## src/rtl/decoder.sv

```systemverilog
// Instruction decoder with a single-entry hold stage.
// A decoded instruction is presented on registered outputs and held until
// the execute stage reports completion of that opcode. A new instruction may
// be accepted on the same edge as that completion, so back-to-back operations
// incur no bubble. Opcode 0 is a NOP: accepting it clears the outputs and
// leaves the decoder idle.
module decoder #(
    parameter int BUS_WIDTH    = 32,
    parameter int OPCODE_WIDTH = 4,
    parameter int ADDR_WIDTH   = 5
) (
    input  logic                    clk,
    input  logic                    rst_n,
    input  logic                    instr_valid,
    input  logic [BUS_WIDTH-1:0]    instr,
    input  logic [OPCODE_WIDTH-1:0] op_done,
    input  logic                    next_instr,
    output logic [BUS_WIDTH-1:0]    imme_value,
    output logic [OPCODE_WIDTH-1:0] opcode,
    output logic [ADDR_WIDTH-1:0]   rd_addr,
    output logic [ADDR_WIDTH-1:0]   rs_addr,
    output logic                    rs_addr_sel,
    output logic                    rs_addr_valid
);

    // Instruction field positions
    localparam int OPC_LSB = 28;
    localparam int RD_LSB  = 23;
    localparam int RS_LSB  = 18;
    localparam int SEL_BIT = 17;
    localparam int IMM_W   = 17;

    typedef enum logic [0:0] {
        IDLE = 1'b0,
        BUSY = 1'b1
    } state_t;

    state_t state_r;
    state_t state_nxt_s;

    // Raw instruction fields
    logic [OPCODE_WIDTH-1:0] f_opcode_s;
    logic [ADDR_WIDTH-1:0]   f_rd_s;
    logic [ADDR_WIDTH-1:0]   f_rs_s;
    logic                    f_sel_s;
    logic [IMM_W-1:0]        f_imm_s;

    // Handshake qualifiers
    logic complete_s;
    logic accept_s;

    // Next values of the registered outputs
    logic [BUS_WIDTH-1:0]    imme_nxt_s;
    logic [OPCODE_WIDTH-1:0] opcode_nxt_s;
    logic [ADDR_WIDTH-1:0]   rd_nxt_s;
    logic [ADDR_WIDTH-1:0]   rs_nxt_s;
    logic                    sel_nxt_s;
    logic                    rs_valid_nxt_s;

    // Sign-extend the 17-bit immediate field to the bus width
    function automatic logic [BUS_WIDTH-1:0] sign_extend_imm(input logic [IMM_W-1:0] imm);
        return {{(BUS_WIDTH-IMM_W){imm[IMM_W-1]}}, imm};
    endfunction

    assign f_opcode_s = instr[OPC_LSB +: OPCODE_WIDTH];
    assign f_rd_s     = instr[RD_LSB +: ADDR_WIDTH];
    assign f_rs_s     = instr[RS_LSB +: ADDR_WIDTH];
    assign f_sel_s    = instr[SEL_BIT];
    assign f_imm_s    = instr[IMM_W-1:0];

    // The held opcode is never 0 in BUSY, so op_done of 0 can never complete
    assign complete_s = (state_r == BUSY) && (op_done == opcode);
    assign accept_s   = instr_valid && next_instr && ((state_r == IDLE) || complete_s);

    // State register
    always_ff @(posedge clk or negedge rst_n) begin
        if (!rst_n) begin
            state_r <= IDLE;
        end else begin
            state_r <= state_nxt_s;
        end
    end

    // Next-state logic: a non-NOP acceptance fills the stage, completion or a NOP empties it
    always_comb begin
        state_nxt_s = state_r;
        case (state_r)
            IDLE: begin
                if (accept_s && (f_opcode_s != {OPCODE_WIDTH{1'b0}})) begin
                    state_nxt_s = BUSY;
                end else begin
                    state_nxt_s = IDLE;
                end
            end
            BUSY: begin
                if (accept_s && (f_opcode_s != {OPCODE_WIDTH{1'b0}})) begin
                    state_nxt_s = BUSY;
                end else if (complete_s) begin
                    state_nxt_s = IDLE;
                end else begin
                    state_nxt_s = BUSY;
                end
            end
            default: begin
                state_nxt_s = IDLE;
            end
        endcase
    end

    // Output next-value logic: decode on acceptance, clear on completion/NOP/idle, else hold
    always_comb begin
        imme_nxt_s     = imme_value;
        opcode_nxt_s   = opcode;
        rd_nxt_s       = rd_addr;
        rs_nxt_s       = rs_addr;
        sel_nxt_s      = rs_addr_sel;
        rs_valid_nxt_s = rs_addr_valid;
        if (accept_s && (f_opcode_s != {OPCODE_WIDTH{1'b0}})) begin
            opcode_nxt_s = f_opcode_s;
            rd_nxt_s     = f_rd_s;
            sel_nxt_s    = f_sel_s;
            if (f_sel_s) begin
                rs_nxt_s       = {ADDR_WIDTH{1'b0}};
                rs_valid_nxt_s = 1'b0;
                imme_nxt_s     = sign_extend_imm(f_imm_s);
            end else begin
                rs_nxt_s       = f_rs_s;
                rs_valid_nxt_s = 1'b1;
                imme_nxt_s     = {BUS_WIDTH{1'b0}};
            end
        end else if (accept_s || complete_s || (state_r == IDLE)) begin
            imme_nxt_s     = {BUS_WIDTH{1'b0}};
            opcode_nxt_s   = {OPCODE_WIDTH{1'b0}};
            rd_nxt_s       = {ADDR_WIDTH{1'b0}};
            rs_nxt_s       = {ADDR_WIDTH{1'b0}};
            sel_nxt_s      = 1'b0;
            rs_valid_nxt_s = 1'b0;
        end else begin
            imme_nxt_s     = imme_value;
            opcode_nxt_s   = opcode;
            rd_nxt_s       = rd_addr;
            rs_nxt_s       = rs_addr;
            sel_nxt_s      = rs_addr_sel;
            rs_valid_nxt_s = rs_addr_valid;
        end
    end

    // Output registers, cleared asynchronously by reset
    always_ff @(posedge clk or negedge rst_n) begin
        if (!rst_n) begin
            imme_value    <= {BUS_WIDTH{1'b0}};
            opcode        <= {OPCODE_WIDTH{1'b0}};
            rd_addr       <= {ADDR_WIDTH{1'b0}};
            rs_addr       <= {ADDR_WIDTH{1'b0}};
            rs_addr_sel   <= 1'b0;
            rs_addr_valid <= 1'b0;
        end else begin
            imme_value    <= imme_nxt_s;
            opcode        <= opcode_nxt_s;
            rd_addr       <= rd_nxt_s;
            rs_addr       <= rs_nxt_s;
            rs_addr_sel   <= sel_nxt_s;
            rs_addr_valid <= rs_valid_nxt_s;
        end
    end

endmodule

```

## config.mk

```make
export PLATFORM = sky130hd
export DESIGN_NAME = decoder
export DESIGN_NICKNAME = d
export VERILOG_FILES = /design/src/rtl/decoder.sv
export SDC_FILE = /design/constraint.sdc
export NUM_CORES = 1
export LEC_CHECK = 0
export CAP_MARGIN = 20
export CORE_MARGIN = 8
export CORE_UTILIZATION = 35
export DETAILED_ROUTE_END_ITERATION = 8
export PLACE_DENSITY = 0.7
export REMOVE_ABC_BUFFERS = 1
export SYNTH_ARGS = -nofsm -noshare
export SYNTH_HDL_FRONTEND = slang
export SYNTH_SLANG_ARGS = --single-unit
```

## constraint.sdc

```tcl
create_clock -name clk -period 2.1 [get_ports clk]
set_clock_uncertainty 0.15 [all_clocks]
set_input_delay 0.315 -clock clk [delete_from_list [all_inputs] [get_ports clk]]
set_output_delay 0.315 -clock clk [all_outputs]
set_load 0.1 [all_outputs]
```

==> results.cfg <==
[routing]
drt_iter0_markers = 43
ant_nets = 0
first_pass_iters = 4
vias = 1312
route.final.wire_length_um = 4710
detail_route.drc_violations = 0
avgRoutedWirePerCell_um = 16.5
via_per_inst = 4.60

[placed_design]
port-buffer-count = 87
hpwl_um = 3630
dp_worst_setup_slack_ps = -139
gp_congestion = 0.708
placed_area_um2 = 2680

[synthesis]
synth_edf_count = 0
synth_warnings = 0
syn_inst = 136
synth.area.top_cells = sky130_fd_sc_hd__dfrtp_1 (49%), sky130_fd_sc_hd__mux2_2 (14%), sky130_fd_sc_hd__and3_1 (12%), sky130_fd_sc_hd__mux2_4 (8.7%), sky130_fd_sc_hd__buf_4 (6.5%)
post_synth_most_frequent_cells = sky130_fd_sc_hd__dfrtp_1 (34), sky130_fd_sc_hd__and3_1 (32), sky130_fd_sc_hd__mux2_2 (21), sky130_fd_sc_hd__buf_4 (15), sky130_fd_sc_hd__mux2_4 (10)
synth-seq-cells = 34
syn_avg_cell_area_um2 = 12.7
synth_most_common_cell = sky130_fd_sc_hd__dfrtp_1
mappedNetlistArea_um2 = 1730
post-synth-top-area-fraction = 0.492
synth_top_cell_by_area = sky130_fd_sc_hd__dfrtp_1
synth_cell_types = 15
ys_async_sr_fraction = 1.00
yosysSeqAreaShare = 0.492
postSynth.topFlopCell = sky130_fd_sc_hd__dfrtp_1

[critical_path]
worstSetupPathType = in -> reg
crit_path_max_fanout = 20
crit_path_start_kind = primary input
timing.critical_path.required_ps = 2120
worstPathCellList = clkdlybuf4s50_1 -> or4_1 -> buf_4 -> and3_1 -> mux2_2
timing.reg2reg.worst_path_depth = 4
regToRegSetupSlack_ps = 190
critPathTopFamily = simple AND/OR/NAND/NOR gates
crit_arrival_ps = 1960
timing.critical_path.buf_inv = 2
cpMaxStageDelayCell = sky130_fd_sc_hd__or4_1
worstSetupEndpointType = flop
crit-reg2reg-launch = opcode[3]
crit_path_max_incr_delay_ps = 550
r2r_end = rs_addr[2]

[timing]
post-route-worst-setup-slack_ps = 156
final_period_minus_worst_setup_slack_ps = 1940
hold_slack_ps = 357
period_share = 0.926
timing_worst_slew_pin_value_ps = 516
unrepaired_setup_endpoints_after_global_routing = no
timing.final.max_slew_violations = 0
fmax_mhz = 514
totalNegativeSetupSlack_ps = 0
final_number_of_hold_violating_endpoints = 0
timing.max_slew.rel_slack = 0.656
final-setup-viol-count = 0

[clock_tree]
cts_buffers = 5
post_cts_resize_count = 0
cts.clk_slew.worst_paths_ps = 70
ctsHtreeMaxLevel = 2
postCtsSetupRepairBufs = 0
clock-root-buffer = sky130_fd_sc_hd__clkbuf_8
worstSkewPairLatency_ps = 270
cts-root-to-sink-buffers = 2
cts_hold_buf = 1
tritoncts = yes
clock_sink_count = 34

[global_route]
grt_max_degree = 25
grt_overflow = 0
antenna_found_initial = 0
grt_pass1_wl_um = 7600
global_route.usage.total = 0.129
grt_pass1_vias = 1364

[run_status]
status = finished, final reports clean

[floorplan]
fp.dieH_um = 86.3
die_area_um2 = 7450
ioPinCount = 88
start_util = 0.364
core_region_area_um2 = 4750
die_w_um = 86.3
fp-row-count = 25

[layout]
areaGrowthSynthToFinish_pct = 61.3
design_area_um2 = 2790
n_antenna_cell = 0
layout-drive-gt1-share = 0.440
nets = 257
fillers = 408

[hold_path]
hold_path.class = reg -> reg
worstHoldEndpoint = rd_addr[2]
worst_hold_startpoint = rd_addr[2]
worst_hold_path.num_cells = 1

[flow_run]
timing.max_cap.violations = 0
## metrics by stage
step / std cells / util
after floorplan: 113 / -
after global placement: 276 / 0.563
after detailed placement: 276 / 0.563
after CTS: 285 / 0.587
after global routing: 285 / 0.587
final: 285 / 0.587
## registers in the layout (all words and copies together) (netlist names)
register,count
rd_addr,5
rs_addr_sel,1
state_r,1
rs_addr,5
rs_addr_valid,1
imme_value,17
opcode,4
## worst max-delay path by stage
stage                               from        endpoint  cells past startpoint
final                          instr[28]  imme_value[13]                      5
after global routing          op_done[3]      rs_addr[2]                      5
after CTS                     op_done[3]      rs_addr[2]                      5
after detailed placement      op_done[3]      rs_addr[2]                      5
after global placement        op_done[3]      rs_addr[0]                      5
after floorplan           imme_value[30]  imme_value[30]                      1
## area by class of cell
class | count | area (um2) | area share
inverters | 2 | 7.51 | 0.00269
well taps | 67 | 83.8 | 0.0300
clock buffers | 7 | 76.3 | 0.0273
repair buffers | 97 | 1040 | 0.371
clock inverters | 1 | 30.0 | 0.0108
flip-flops and latches | 34 | 851 | 0.305
multi-input cells | 77 | 707 | 0.253
## layout by cell type, fill, tap and decap left out
cell,Yosys,final
sky130_fd_sc_hd__o41ai_4,1,1
sky130_fd_sc_hd__xor2_1,4,4
sky130_fd_sc_hd__and3_1,32,32
sky130_fd_sc_hd__and2_1,1,1
sky130_fd_sc_hd__mux2i_1,2,2
sky130_fd_sc_hd__buf_4,15,40
sky130_fd_sc_hd__buf_2,0,1
sky130_fd_sc_hd__dlygate4sd3_1,0,1
sky130_fd_sc_hd__mux2_2,21,21
sky130_fd_sc_hd__bufinv_16,0,1
sky130_fd_sc_hd__clkdlybuf4s50_1,0,38
sky130_fd_sc_hd__inv_1,2,2
sky130_fd_sc_hd__mux2_4,10,10
sky130_fd_sc_hd__dfrtp_1,34,34
sky130_fd_sc_hd__buf_12,0,17
sky130_fd_sc_hd__nand2_1,4,4
sky130_fd_sc_hd__and3b_1,1,1
sky130_fd_sc_hd__or4_1,1,1
sky130_fd_sc_hd__clkbuf_8,0,5
sky130_fd_sc_hd__clkbuf_1,5,2
## cells by family after synthesis
kind of cell / synth area share
xor+xnor: 0.0202
compound gates: 0.0159
simple gates: 0.137
mux: 0.235
flops: 0.492
buf+inv: 0.0998
## routing by layer
metal / GRT usage / vias up / wire (um) / part of all wire
li1: - / 620 / - / -
met1: 0.158 / 634 / 2170 / 0.46
met2: 0.204 / 52 / 2150 / 0.46
met3: 0.0482 / 6 / 333 / 0.071
met4: 0.0423 / 0 / 48 / 0.010
met5: 0 / - / 0 / 0
Power is not shown: default switching activity piles up to over one toggle a cycle in this logic, so the estimate is an artifact.
